===== config.mk =====
export PLATFORM = sky130hd
export DESIGN_NAME = ir_led_arbiter
export DESIGN_NICKNAME = d
export VERILOG_FILES = /design/src/rtl/ir_pkg.sv /design/src/rtl/rr_pick.sv /design/src/rtl/ir_led_arbiter.sv
export SDC_FILE = /design/constraint.sdc
export NUM_CORES = 1
export LEC_CHECK = 0
export CORE_UTILIZATION = 60
export DETAILED_ROUTE_END_ITERATION = 10
export HOLD_SLACK_MARGIN = 0.12
export PLACE_DENSITY = 0.8
export SETUP_SLACK_MARGIN = 0.02
export SYNTH_ARGS = -nofsm -noshare
export SYNTH_HDL_FRONTEND = slang
export SYNTH_HIERARCHICAL = 1
export SYNTH_SLANG_ARGS = --single-unit

===== constraint.sdc =====
create_clock -name i_clk -period 4.7 [get_ports i_clk]
set_input_delay 0.47 -clock i_clk [delete_from_list [all_inputs] [get_ports i_clk]]
set_output_delay 0.47 -clock i_clk [all_outputs]
set_load 0.03 [all_outputs]

===== src/rtl/ir_pkg.sv =====
// rtl/ir_pkg.sv - car indices, LED mux selects and arbiter state encoding for the IR LED arbiter
package ir_pkg;

  localparam logic [1:0] CAR_YELLOW = 2'd0;
  localparam logic [1:0] CAR_GREEN  = 2'd1;
  localparam logic [1:0] CAR_BLUE   = 2'd2;
  localparam logic [1:0] CAR_RED    = 2'd3;

  localparam logic [3:0] SEL_YELLOW = 4'b0001;
  localparam logic [3:0] SEL_GREEN  = 4'b0010;
  localparam logic [3:0] SEL_BLUE   = 4'b0100;
  localparam logic [3:0] SEL_RED    = 4'b1000;
  localparam logic [3:0] SEL_NONE   = 4'b0000;

  typedef enum logic [1:0] {
    ST_IDLE  = 2'd0,
    ST_GRANT = 2'd1,
    ST_GUARD = 2'd2
  } arb_state_t;

  // One-hot LED mux select for a car index.
  function automatic logic [3:0] car_sel(input logic [1:0] idx);
    logic [3:0] sel;
    case (idx)
      CAR_YELLOW: sel = SEL_YELLOW;
      CAR_GREEN:  sel = SEL_GREEN;
      CAR_BLUE:   sel = SEL_BLUE;
      CAR_RED:    sel = SEL_RED;
      default:    sel = SEL_NONE;
    endcase
    return sel;
  endfunction

endpackage


===== src/rtl/rr_pick.sv =====
// rtl/rr_pick.sv - combinational round-robin pick over four eligible requesters
module rr_pick
  import ir_pkg::*;
(
  input  logic [3:0] i_eligible,
  input  logic [1:0] i_last,
  output logic [3:0] o_pick,
  output logic [1:0] o_idx
);

  logic       w_found;
  logic [1:0] w_cand;

  // Scan upward from the slot after the last owner, wrapping, and take the first eligible car.
  always_comb begin
    o_pick  = SEL_NONE;
    o_idx   = i_last;
    w_found = 1'b0;
    w_cand  = i_last;
    for (int k = 1; k <= 4; k++) begin
      w_cand = i_last + 2'(k);
      if (!w_found && i_eligible[w_cand]) begin
        w_found = 1'b1;
        o_pick  = car_sel(w_cand);
        o_idx   = w_cand;
      end
    end
  end

endmodule


===== src/rtl/ir_led_arbiter.sv =====
// rtl/ir_led_arbiter.sv - round-robin owner of the shared IR LED with guard gap and hold timeout
module ir_led_arbiter
  import ir_pkg::*;
#(
  parameter int MAX_HOLD     = 2500000,
  parameter int GUARD_CYCLES = 50000
) (
  input  logic       i_clk,
  input  logic       i_rst_n,
  input  logic [3:0] i_req,
  input  logic [3:0] i_done,
  input  logic [3:0] i_enable_mask,
  output logic [3:0] o_colour_sel,
  output logic       o_grant_valid,
  output logic       o_timeout
);

  localparam int HOLD_W  = $clog2(MAX_HOLD + 1);
  localparam int GUARD_W = $clog2(GUARD_CYCLES + 1);

  localparam logic [HOLD_W-1:0]  HOLD_LAST  = HOLD_W'(MAX_HOLD - 1);
  localparam logic [HOLD_W-1:0]  HOLD_SAT   = HOLD_W'(MAX_HOLD);
  localparam logic [GUARD_W-1:0] GUARD_LAST = GUARD_W'(GUARD_CYCLES - 1);
  localparam logic [GUARD_W-1:0] GUARD_SAT  = GUARD_W'(GUARD_CYCLES);

  arb_state_t         r_state;
  arb_state_t         w_state_nxt;
  logic [3:0]         r_colour_sel;
  logic [3:0]         w_colour_sel_nxt;
  logic [1:0]         r_last;
  logic [1:0]         w_last_nxt;
  logic [HOLD_W-1:0]  r_hold_cnt;
  logic [HOLD_W-1:0]  w_hold_cnt_nxt;
  logic [GUARD_W-1:0] r_guard_cnt;
  logic [GUARD_W-1:0] w_guard_cnt_nxt;
  logic               r_timeout;
  logic               w_timeout_nxt;

  logic [3:0]         w_eligible;
  logic [3:0]         w_pick;
  logic [1:0]         w_pick_idx;
  logic               w_owner_end;

  // The mask only gates new arbitration; the running owner is judged on its own REQ/DONE.
  assign w_eligible  = i_req & i_enable_mask;
  assign w_owner_end = i_done[r_last] | ~i_req[r_last];

  rr_pick u_rr_pick (
    .i_eligible (w_eligible),
    .i_last     (r_last),
    .o_pick     (w_pick),
    .o_idx      (w_pick_idx)
  );

  // Next-state and next-output decode for the IDLE / GRANT / GUARD cycle.
  always_comb begin
    w_state_nxt      = r_state;
    w_colour_sel_nxt = r_colour_sel;
    w_last_nxt       = r_last;
    w_hold_cnt_nxt   = r_hold_cnt;
    w_guard_cnt_nxt  = r_guard_cnt;
    w_timeout_nxt    = 1'b0;
    case (r_state)
      ST_IDLE: begin
        w_colour_sel_nxt = SEL_NONE;
        if (|w_eligible) begin
          w_state_nxt      = ST_GRANT;
          w_colour_sel_nxt = w_pick;
          w_last_nxt       = w_pick_idx;
          w_hold_cnt_nxt   = '0;
        end
      end
      ST_GRANT: begin
        if (r_hold_cnt != HOLD_SAT) begin
          w_hold_cnt_nxt = r_hold_cnt + HOLD_W'(1);
        end
        // A normal end wins over a coincident timeout, so no TIMEOUT pulse then.
        if (w_owner_end) begin
          w_state_nxt      = ST_GUARD;
          w_colour_sel_nxt = SEL_NONE;
          w_guard_cnt_nxt  = '0;
        end else if (r_hold_cnt >= HOLD_LAST) begin
          w_state_nxt      = ST_GUARD;
          w_colour_sel_nxt = SEL_NONE;
          w_guard_cnt_nxt  = '0;
          w_timeout_nxt    = 1'b1;
        end
      end
      ST_GUARD: begin
        w_colour_sel_nxt = SEL_NONE;
        if (r_guard_cnt >= GUARD_LAST) begin
          w_state_nxt = ST_IDLE;
        end else if (r_guard_cnt != GUARD_SAT) begin
          w_guard_cnt_nxt = r_guard_cnt + GUARD_W'(1);
        end
      end
      default: begin
        w_state_nxt      = ST_IDLE;
        w_colour_sel_nxt = SEL_NONE;
      end
    endcase
  end

  // State and output registers; reset blanks the LED immediately.
  always_ff @(posedge i_clk or negedge i_rst_n) begin
    if (!i_rst_n) begin
      r_state      <= ST_IDLE;
      r_colour_sel <= SEL_NONE;
      r_last       <= CAR_RED;
      r_hold_cnt   <= '0;
      r_guard_cnt  <= '0;
      r_timeout    <= 1'b0;
    end else begin
      r_state      <= w_state_nxt;
      r_colour_sel <= w_colour_sel_nxt;
      r_last       <= w_last_nxt;
      r_hold_cnt   <= w_hold_cnt_nxt;
      r_guard_cnt  <= w_guard_cnt_nxt;
      r_timeout    <= w_timeout_nxt;
    end
  end

  assign o_colour_sel  = r_colour_sel;
  assign o_grant_valid = |r_colour_sel;
  assign o_timeout     = r_timeout;

endmodule

-- Word level (Yosys, flattened, before mapping)
Cells that the tools add are included.
- bits in registers: 47
- bits of input ports: 14
- word-level logic and storage cells: 109
- $add $sub $neg: 5
- $lt $le $gt $ge: 6
- equal/unequal tests: 22
- muxes and demuxes: 46
- bitwise logic cells: 4
- reduce and logical (&&, ||, !) cells: 20
- operators with widths (kind ; count):
    16-bit 2-to-1 mux ; 4
    4-bit one-hot mux with 4 select lines ; 4
    22-bit 2-to-1 mux ; 2
    22-bit one-hot mux with 2 select lines ; 1
    16-bit one-hot mux with 2 select lines ; 1
    4-bit 2-to-1 mux ; 7
    22-bit by 1-bit adder with 22-bit output, second input constant ; 1
    22-bit greater-or-equal comparator, second input constant ; 1
    22-bit inequality test, second input constant ; 1
    2-bit == test, second input constant ; 9
    16-bit by 1-bit adder with 16-bit output, second input constant ; 1
    16-bit greater-or-equal comparator, second input constant ; 1
    16-bit inequality test, second input constant ; 1
    2-bit 2-to-1 mux ; 7
    1-bit binary-select mux with 2-bit select ; 6
    2-bit by 3-bit < comparator with 1-bit output, second input constant ; 4
    1-bit 2-to-1 mux ; 12
    2-bit by 1-bit == test with 1-bit output, second input constant ; 5
    2-bit zero test ; 5
    2-bit inequality test, second input constant ; 5
    4-bit one-hot mux with 2 select lines ; 1
    4-bit AND reduction ; 2
    4-bit OR reduction ; 2
    2-bit one-hot mux with 3 select lines ; 1
    11 further kinds ; 19

-- Longest topological paths before layout
Gate-level depths: netlist of the first run.
- depth after elaboration: 15
- mapped depth: 9
- mapped depth without buffers: 7

-- Modules after synthesis
Netlist of the first run, hierarchy kept.
- by module, submodules not included (module ; instances ; cells each ; area an instance (um^2) ; seq. area each (um^2)):
    ir_led_arbiter ; 1 ; 290 ; 2827.7 ; 1178.6
    rr_pick ; 1 ; 68 ; 549.3 ; 0.0

-- Worst setup path after synthesis of the first run
No wires, ideal clock.
- kind: flip-flop to flip-flop
- start: register r_last[0]
- end: register r_colour_sel[2] (netlist: o_colour_sel[2])
- setup time: 0.121 ns
- arrival: 2.538 ns
- required time: 4.579 ns
- slack: 2.041 ns
- stages on the path, launching flop included: 10
- buffers on the path: 2
- cells stage by stage: dfstp_2 buf_6 buf_2 inv_1 ha_1 mux2i_1 o22ai_1 a2111oi_2 o2bb2ai_1 a22o_1
- cells in the longest elaborated chain, start to end: 15
- elaborated cells between the ends (all ways): 54
- classes of those cells: add/sub: 3; eq/ne: 13; mux: 26; bitwise: 2; reduce/logical: 10
- RTL lines (element ; line ; text):
    start: declaration ; ir_led_arbiter.sv:30 ; logic [1:0] r_last;
    start signal: assignment ; ir_led_arbiter.sv:116 ; r_last <= w_last_nxt;
    2-bit by 1-bit adder with 2-bit output ; rr_pick.sv:21 ; w_cand = i_last + 2'(k);
    1-bit binary-select mux with 2-bit select ; rr_pick.sv:22 ; if (!w_found && i_eligible[w_cand]) begin
    1-bit 2-to-1 mux (not written as such) ; rr_pick.sv:22 ;
    1-bit 2-to-1 mux ; rr_pick.sv:22 ;
    1-bit zero test ; rr_pick.sv:22 ;
    1-bit logical AND ; rr_pick.sv:22 ;
    1-bit 2-to-1 mux ; rr_pick.sv:22 ;
    1-bit zero test ; rr_pick.sv:22 ;
    1-bit logical AND ; rr_pick.sv:22 ;
    1-bit 2-to-1 mux ; rr_pick.sv:22 ;
    1-bit zero test ; rr_pick.sv:22 ;
    1-bit logical AND ; rr_pick.sv:22 ;
    4-bit 2-to-1 mux * ; rr_pick.sv:22 ;
    via w_pick[2] ; ir_led_arbiter.sv:40 ; logic [3:0] w_pick;
    4-bit 2-to-1 mux * ; ir_led_arbiter.sv:66 ; if (|w_eligible) begin
    4-bit one-hot mux with 2 select lines * ; ir_led_arbiter.sv:63 ; case (r_state)
    end signal: assignment ; ir_led_arbiter.sv:115 ; r_colour_sel <= w_colour_sel_nxt;
    end: declaration ; ir_led_arbiter.sv:28 ; logic [3:0] r_colour_sel;
The timed path passes the listed nets; every way through them passes the cells marked *. The select of a mux whose other input is x is not followed.
A chain may end at the register's enable or synchronous reset.

-- Final worst setup path of the first run
Same ends and word-level chain as after synthesis.

==> results of run 1 <==
[cells in the mapped netlist (all sizes together) (4+ instances only)]
library cell and count:
buf 9, and2 8, or2 4, o21ai 8
nor4 7, xnor2 18, nor3 22, nand2b 8
nand2 24, mux2 5, clkbuf 5, a21oi 6
and3 12, ha 12, o22ai 4, nor2b 10
dfrtp 45, a31o 5, a22o 7, nand4 6
o2bb2ai 5, mux2i 5, nor2 31, inv 11
a221o 10, nor3b 5, nand3 12
[layout make-up]
class                      count  area share [%]
clock inverter                 2           0.343
clock buffer                   6            1.99
inverter                      11            1.13
timing repair buffer          20            5.28
sequential                    47            32.3
tap                           70            2.40
multi-input combinational    286            56.5
[power groups by stage]
stage / Clock [mW] / Sequential [mW] / Combinational [mW]
after floorplan: 0 / 0.571 / 0.487
after global placement: 0 / 0.622 / 0.536
after detailed placement: 0 / 0.624 / 0.548
after CTS: 0.244 / 0.618 / 0.552
after global routing: 0.261 / 0.640 / 0.619
final: 0.239 / 0.621 / 0.551
[flip-flops by register name (all words and copies together), names as in the netlist]
name and flops:
r_last 2, r_state 2, r_guard_cnt 16, o_timeout 1, o_colour_sel 4, r_hold_cnt 22
[per-stage QoR]
step	std cells	total power, mW	worst slack [ns]	area [µm²]	hold slack [ns]
3_3_place_gp	434	1.16	1.92	3560	0.519
3_5_place_dp	434	1.17	1.83	3560	0.513
2_1_floorplan	358	1.06	2.04	3380	0.174
4_1_cts	442	1.41	1.80	3650	0.384
6_report	442	1.41	1.81	3650	0.337
5_1_grt	442	1.52	1.63	3650	0.438
[cell usage in the layout, fill, tap and decap left out, types with 4 or more instances in the layout]
master	instances
ha_1	12
and3_1	12
o21ai_0	6
inv_1	11
a221o_1	8
dfrtp_1	45
nand2_1	23
or2_2	4
clkbuf_8	5
nand2b_1	8
mux2_2	5
nor3b_1	5
a21oi_1	6
clkdlybuf4s50_1	18
and2_1	7
nand4_1	6
nor4_1	7
o22ai_1	4
mux2i_1	5
nor3_1	22
a22o_1	7
o2bb2ai_1	5
nor2b_1	10
nor2_1	31
xnor2_1	18
nand3_1	12
[layer usage]
layer | track usage [%] | vias up | routed length, µm
met3 | 4.17 | 9 | 273
met5 | 0 | - | 0
met4 | 7.17 | 0 | 74
met1 | 34.6 | 1344 | 3390
met2 | 42.9 | 75 | 3390
li1 | - | 1362 | -
[worst max-delay path by stage]
stage,end,startpoint
after floorplan,o_colour_sel[2],r_last[0]
after global placement,o_colour_sel[2],r_last[0]
after detailed placement,o_colour_sel[2],r_last[0]
after CTS,o_colour_sel[2],r_last[0]
after global routing,o_colour_sel[2],r_last[0]
final,o_colour_sel[2],r_last[0]
[kinds of logic (layout without fill, tap and decap cells)]
kind of cell | after synthesis | after routing | share of synthesized area (%)
compound gates | 75 | 75 | 19.3
mux | 12 | 12 | 4.48
simple gates | 169 | 169 | 27.9
fa+ha+maj | 12 | 12 | 4.45
flops | 47 | 47 | 34.9
xor+xnor | 18 | 18 | 4.67
buf+inv | 25 | 39 | 4.22
==> flow_metrics.tcl, run 1 <==
set metrics [dict create \
    ys_seq_area_share_pct 34.9 \
    setup_viol 0 \
    critPathLaunchType "register" \
    min_period_ns 2.89 \
    crit_path_max_incr_delay_ns 0.81 \
    end_kind "register" \
    h-tree-depth 2 \
    rr_startpoint "r_last[0]" \
    cts_made_buffers 5 \
    postCtsHoldBufs 0 \
    layout-drive-gt1-share_pct 11.0 \
    crit_chain "inv_1 > ha_1 > mux2i_1 > o22ai_1 > a2111oi_2 > o2bb2ai_1 > a22o_1" \
    drc_errors 0 \
    p_leak_nw 1.54 \
    cts.sinks 47 \
    netlist_area_um2 3380 \
    maxCapViolations 0 \
    drt-pass1-iter-count 4 \
    start_util_pct 64.1 \
    critical_path_peak_fanout 25 \
    ctsResizeCount 0 \
    crit_buf_inv 1 \
    multi_input_area_um2 2060 \
    synth_seq_cells 47 \
    die_area_um2 5930 \
    io_buffers 19 \
    ir_drop_v 0.000224 \
    synth_top_area_share_pct 33.3 \
    synth_edf_count 0 \
    n_fill_cell 434 \
    status "finished clean" \
    grt_use_total_pct 25.7 \
    ant_nets 0 \
    gp_congestion 0.891 \
    fmax_ghz 0.346 \
    rsz0062_at_grt "false" \
    cts_buffer_depth 2 \
    syn_inst 358 \
    cp_top_family "compound AO/OA/AOI/OAI gates" \
    power.switching_mw 0.545 \
    combPwrFrac_pct 39.1 \
    via_per_inst 6.31 \
    clk_pin_slew_ns 0.08 \
    min_period_over_period_pct 61.6 \
    crit_type "reg -> reg" \
    synthArstFlopShare_pct 100 \
    seqPwrFrac_pct 44.0 \
    regArea_um2 1180 \
    worst_slew_margin_rel_pct 31.2 \
    reg2reg_depth 7 \
    syn-num-nets 384 \
    grt_max_degree 48 \
    reg2reg_slack_ns 1.81 \
    fin_tns_setup_ns 0 \
    cts_root_buf "clkbuf_8" \
    yosysTopAreaCell "dfrtp_1" \
    detailed_place_hpwl_um 5020 \
    grt_pass1_wl_um 12400 \
    insertedDiodeCount 0 \
    yosysUniqueCellTypes 72 \
    switching_share_pct 38.7 \
    drt_iter0_markers 228 \
    cts_setup_buffers 0 \
    wirelength_um 7130 \
    required_ns 4.88 \
    ys.flop_type "dfrtp_1" \
    finalHoldViolCount 0 \
    max_slew.worst_pin.slew_ns 1.03 \
    postSynthAreaPerCell_um2 9.43 \
    arrival_ns 3.08 \
    cts_tree "yes" \
    io_pins 20 \
    vias 2790 \
    skew_ns 0.00984 \
    r2r_end "o_colour_sel[2]" \
    row_count 26 \
    synth-warning-count 6 \
    power_density_nw_per_um2 387 \
    synthTopCellsByArea "dfrtp_1 33%, xnor2_1 4.7%, ha_1 4.4%" \
    wl_per_cell_um 16.1 \
    grt_pass1_vias 2649 \
    final_util_pct 69.2 \
    fin_nets 397 \
    timing.final.max_slew_violations 0 \
    die_height_um 77.0 \
    fp.dieW_um 77.0 \
    pwr-share-clk_pct 16.9 \
    antenna_found_initial 0 \
    area_growth_pct 7.97 \
    path_depth 7 \
    core_um2 5270 \
    cp_slowest_cell "dfstp_2" \
    hold_class "in -> async" \
    p_int_mw 0.865 \
    overflow 0 \
    clock_latency_ns 0.30 \
]
(Power assumes the default switching activity.)
==> inputs of run 2 (changes only) <==
==> constraint.sdc (replaced) <==
create_clock -name i_clk -period 2.7 [get_ports i_clk]
set_input_delay 0.27 -clock i_clk [delete_from_list [all_inputs] [get_ports i_clk]]
set_output_delay 0.27 -clock i_clk [all_outputs]
set_load 0.03 [all_outputs]
==> run 2 against run 1 <==
Against the previous run: clock-buffer cell count grew 1; critical path type unchanged; largest cell class unchanged; final cell count grew 2.0%; sequential power grew 63%; largest power group is now combinational logic; wire length grew 5.6%.
==> flow_metrics.tcl, run 2 (synthesis gave the netlist of run 1 again) <==
set metrics [dict create \
    grt_max_degree 48 \
    drt-pass1-iter-count 5 \
    p_leak_nw 1.59 \
    max_slew.worst_pin.slew_ns 1.03 \
    row_count 26 \
    fp.dieW_um 77.0 \
    end_kind "register" \
    ir_drop_v 0.000491 \
    io_pins 20 \
    area_growth_pct 11.0 \
    cts_setup_buffers 0 \
    gp_congestion 0.897 \
    start_util_pct 64.1 \
    largest_reg_flops 22 \
    finalHoldViolCount 0 \
    fin_nets 406 \
    skew_ns 0.00905 \
    status "finished clean" \
    final_common_cell "dfrtp_1" \
    clk_pin_slew_ns 0.08 \
    postPlaceCellArea_um2 3640 \
    overflow 0 \
    grt_pass1_wl_um 12600 \
    layout_common_cells "45 x dfrtp_1, 31 x nor2_1, 23 x nand2_1" \
    rsz0062_at_grt "false" \
    setup_viol 0 \
    wl_per_cell_um 16.7 \
    ctsResizeCount 0 \
    timing.hold.ws_ns 0.150 \
    drt_iter0_markers 208 \
    antenna_found_initial 0 \
    core_um2 5270 \
    min_period_ns 2.45 \
    clock_latency_ns 0.30 \
    drc_errors 0 \
    wirelength_um 7530 \
    cts_root_buf "clkbuf_8" \
    timing.final.max_slew_violations 0 \
    fmax_ghz 0.409 \
    critPathLaunchType "register" \
    vias 2818 \
    postCtsHoldBufs 0 \
    layout-drive-gt1-share_pct 12.9 \
    fin_tns_setup_ns 0 \
    cts_tree "yes" \
    required_ns 2.88 \
    worst_slew_margin_rel_pct 31.0 \
    die_height_um 77.0 \
    arrival_ns 2.63 \
    min_period_over_period_pct 90.7 \
    grt_pass1_vias 2590 \
    detailed_place_hpwl_um 5340 \
    power_density_nw_per_um2 700 \
    io_buffers 19 \
    via_per_inst 6.25 \
    insertedDiodeCount 0 \
    top_register "r_hold_cnt" \
    ant_nets 0 \
    cts_made_buffers 5 \
    crit_type "reg -> reg" \
    grt_use_total_pct 26.6 \
    hold_class "in -> async" \
    cts.sinks 47 \
    h-tree-depth 2 \
    critical_path_peak_fanout 10 \
    cts_buffer_depth 2 \
    die_area_um2 5930 \
    postLayoutCellArea_um2 3750 \
    maxCapViolations 0 \
]
## run 2: cell types whose count changed in the layout (fill, tap and decap cells not counted), sizes merged
| cell | previous run | this run |
|---|---|---|
| clkinvlp | 1 | 0 |
| bufinv | 0 | 1 |
| clkinv | 1 | 0 |
| buf | 2 | 11 |
| clkbuf | 6 | 7 |
## run 2: through the flow
stage / setup WS, ns / total power [mW] / cells / utilization [%]
after floorplan: 0.0406 / 1.84 / 358 / -
after global placement: 0.284 / 2.08 / 443 / 69.1
after detailed placement: 0.250 / 2.12 / 443 / 69.1
after CTS: 0.254 / 2.63 / 451 / 71.1
after global routing: 0.136 / 2.80 / 451 / 71.1
final: 0.252 / 2.62 / 451 / 71.1
## run 2: report_power, final
part	total (mW)	internal, mW	switching (mW)
Sequential	1.01	0.841	0.165
Combinational	1.11	0.532	0.581
Clock	0.504	0.277	0.227
Total	2.62	1.65	0.973
## run 2: path summary, 6_finish.rpt
check,to,cells past startpoint,slack (ns),start
hold / removal,r_guard_cnt[5],1,0.15,i_rst_n
setup / recovery,o_colour_sel[3],7,0.25,r_last[0]
max in group asynchronous,o_colour_sel[3],1,1.91,i_rst_n
min in group i_clk,r_guard_cnt[15],1,0.56,r_guard_cnt[15]
hold reg to reg,r_guard_cnt[15],1,0.56,r_guard_cnt[15]
setup reg to reg,o_colour_sel[3],7,0.25,r_last[0]
## run 2: critical path, stage by stage (launching register included)
cell and delay (ns):
dfstp_2 0.53, inv_1 0.12, ha_1 0.45, mux4_2 0.46, a31o_1 0.23, a221oi_1 0.24
o2bb2ai_1 0.10, a22o_1 0.20
## run 2: area by class of cell
class                   count  area, µm²
flip-flops and latches     47       1180
repair buffers             29        273
inverters                  11       41.3
clock inverters             1       30.0
multi-input cells         286       2060
fillers                   414       1520
well taps                  70       87.6
clock buffers               7       76.3
## run 2: per-layer routing
metal | track usage, % | share of wire [%] | vias to the layer above
li1 | - | - | 1385
met1 | 36.7 | 46 | 1362
met2 | 43.9 | 49 | 63
met3 | 3.93 | 4.4 | 8
met4 | 6.79 | 1.1 | 0
met5 | 0 | 0 | -
==> inputs of run 3 (changes only) <==
--- a/config.mk
+++ b/config.mk
@@ -5,10 +5,9 @@
 export SDC_FILE = /design/constraint.sdc
 export NUM_CORES = 1
 export LEC_CHECK = 0
-export CORE_UTILIZATION = 60
+export CORE_UTILIZATION = 29
 export DETAILED_ROUTE_END_ITERATION = 10
 export HOLD_SLACK_MARGIN = 0.12
-export PLACE_DENSITY = 0.8
 export SETUP_SLACK_MARGIN = 0.02
 export SYNTH_ARGS = -nofsm -noshare
 export SYNTH_HDL_FRONTEND = slang
==> run 3 against run 2 <==
Against the previous run: flip-flop and latch count stayed put; clock-buffer cell count fell by 1; critical path depth stayed put; worst setup slack got worse by 0.013 ns; sequential power about the same; via count grew 0.50%; clock power increased by 44%; critical path type unchanged; critical endpoint is now o_colour_sel[1]; largest power group unchanged; highest routed layer unchanged.
==> flow_metrics.tcl, run 3 (synthesis gave the netlist of run 1 again) <==
set metrics [dict create \
    rr_startpoint "r_last[0]" \
    rsz0062_at_grt "false" \
    cts_buffer_depth 2 \
    cts_root_buf "clkbuf_16" \
    postCtsHoldBufs 1 \
    maxCapViolations 0 \
    critPathLaunchType "register" \
    start_util_pct 29.7 \
    vias 2832 \
    dp_cells 518 \
    crit_end "o_colour_sel[1]" \
    crit_type "reg -> reg" \
    cts_tree "yes" \
    detailed_place_hpwl_um 5440 \
    power_density_nw_per_um2 730 \
    largest_reg_flops 22 \
    end_kind "register" \
    ant_nets 0 \
    top_register "r_hold_cnt" \
    wl_per_cell_um 14.7 \
    drt-pass1-iter-count 5 \
    grt_max_degree 28 \
    grt_use_total_pct 13.4 \
    required_ns 2.88 \
    ctsResizeCount 0 \
    via_per_inst 5.37 \
    max_slew.worst_pin.slew_ns 0.618 \
    timing.hold.ws_ns 0.530 \
    stdcell_count 527 \
    clock_latency_ns 0.29 \
    reg2reg_depth 7 \
    overflow 0 \
    startpoint "r_last[0]" \
    dr_wl_met2_um 3690 \
    fp.dieW_um 110 \
    grt_pass1_wl_um 13000 \
    grt_pass1_vias 2720 \
    antenna_found_initial 0 \
    io_buffers 19 \
    clk_pin_slew_ns 0.07 \
    layout-drive-gt1-share_pct 13.8 \
    fin_nets 409 \
    timing.final.max_slew_violations 0 \
    fmax_ghz 0.406 \
    critical_path_peak_fanout 10 \
    core_um2 11400 \
    cts_setup_buffers 0 \
    skew_ns 0.00782 \
    ir_drop_v 0.000230 \
    die_area_um2 12100 \
    io_pins 20 \
    r2r_end "o_colour_sel[1]" \
    wl_met3_um 213 \
    worst_slew_margin_rel_pct 58.8 \
    min_period_over_period_pct 91.2 \
    drt_iter0_markers 173 \
    h-tree-depth 2 \
    cts.sinks 47 \
    min_period_ns 2.46 \
    layout_common_cells "45 x dfrtp_1, 31 x nor2_1, 23 x nand2_1" \
    drc_errors 0 \
    p_leak_nw 1.64 \
    fin_tns_setup_ns 0 \
    row_count 39 \
    wirelength_um 7770 \
    wl_met1_um 3810 \
    setup_viol 0 \
    status "finished clean" \
    hold_class "in -> async" \
    gp_congestion 0.828 \
    cts_made_buffers 5 \
    insertedDiodeCount 0 \
    top_layer "met4" \
    arrival_ns 2.64 \
    finalHoldViolCount 0 \
    final_common_cell "dfrtp_1" \
    die_height_um 110 \
    reg2reg_slack_ns 0.24 \
    power_mw 2.86 \
    area_growth_pct 16.0 \
]
-- run 3: cell types whose count changed in the layout (fill, tap and decap cells not counted) --
cell and change:
buf_4 +3, clkbuf_16 +5, clkbuf_8 -4, clkbuf_1 -2, dlygate4sd3_1 +1, clkinv_2 +1, buf_12 -1
-- run 3: metal layers --
layer / up-vias / global-route usage [%]
li1: 1389 / -
met1: 1392 / 18.2
met2: 42 / 22.9
met3: 9 / 2.02
met4: 0 / 1.71
met5: - / 0
-- run 3: final cells by class --
| type | instances | area [µm²] |
|---|---|---|
| inverters | 11 | 41.3 |
| fillers | 1132 | 7450 |
| flip-flops and latches | 47 | 1180 |
| well taps | 143 | 179 |
| clock inverters | 2 | 35.0 |
| repair buffers | 32 | 285 |
| multi-input cells | 286 | 2060 |
| clock buffers | 6 | 139 |
-- run 3: critical path, stage by stage, from the launching register on --
cell and delay [ns]:
dfstp_2 0.55, inv_1 0.13, ha_1 0.45, mux4_2 0.47
a31o_1 0.23, a221oi_1 0.23, o2bb2ai_1 0.10, a22o_1 0.20
-- run 3: worst min path at each step --
stage / to / slack [ns]
floorplan: o_colour_sel[0] / -0.03
global placement: r_guard_cnt[10] / 0.32
detailed placement: r_guard_cnt[10] / 0.32
CTS: r_guard_cnt[15] / 0.54
global route: r_guard_cnt[15] / 0.57
finish: r_guard_cnt[10] / 0.53
-- run 3: power breakdown --
part	total [mW]	internal (mW)	leakage [nW]	switching, mW
registers	1.01	0.842	0.624	0.168
logic	1.13	0.543	0.927	0.582
clock network	0.725	0.461	0.0868	0.264
-- run 3: stage by stage --
| stage | utilization, % | area (µm²) | setup slack, ns |
|---|---|---|---|
| finish | 34.5 | 3920 | 0.239 |
| global route | 34.5 | 3920 | 0.103 |
| CTS | 34.5 | 3920 | 0.263 |
| detailed placement | 32.8 | 3730 | 0.269 |
| global placement | 32.8 | 3730 | 0.307 |
| floorplan | - | 3380 | 0.0406 |
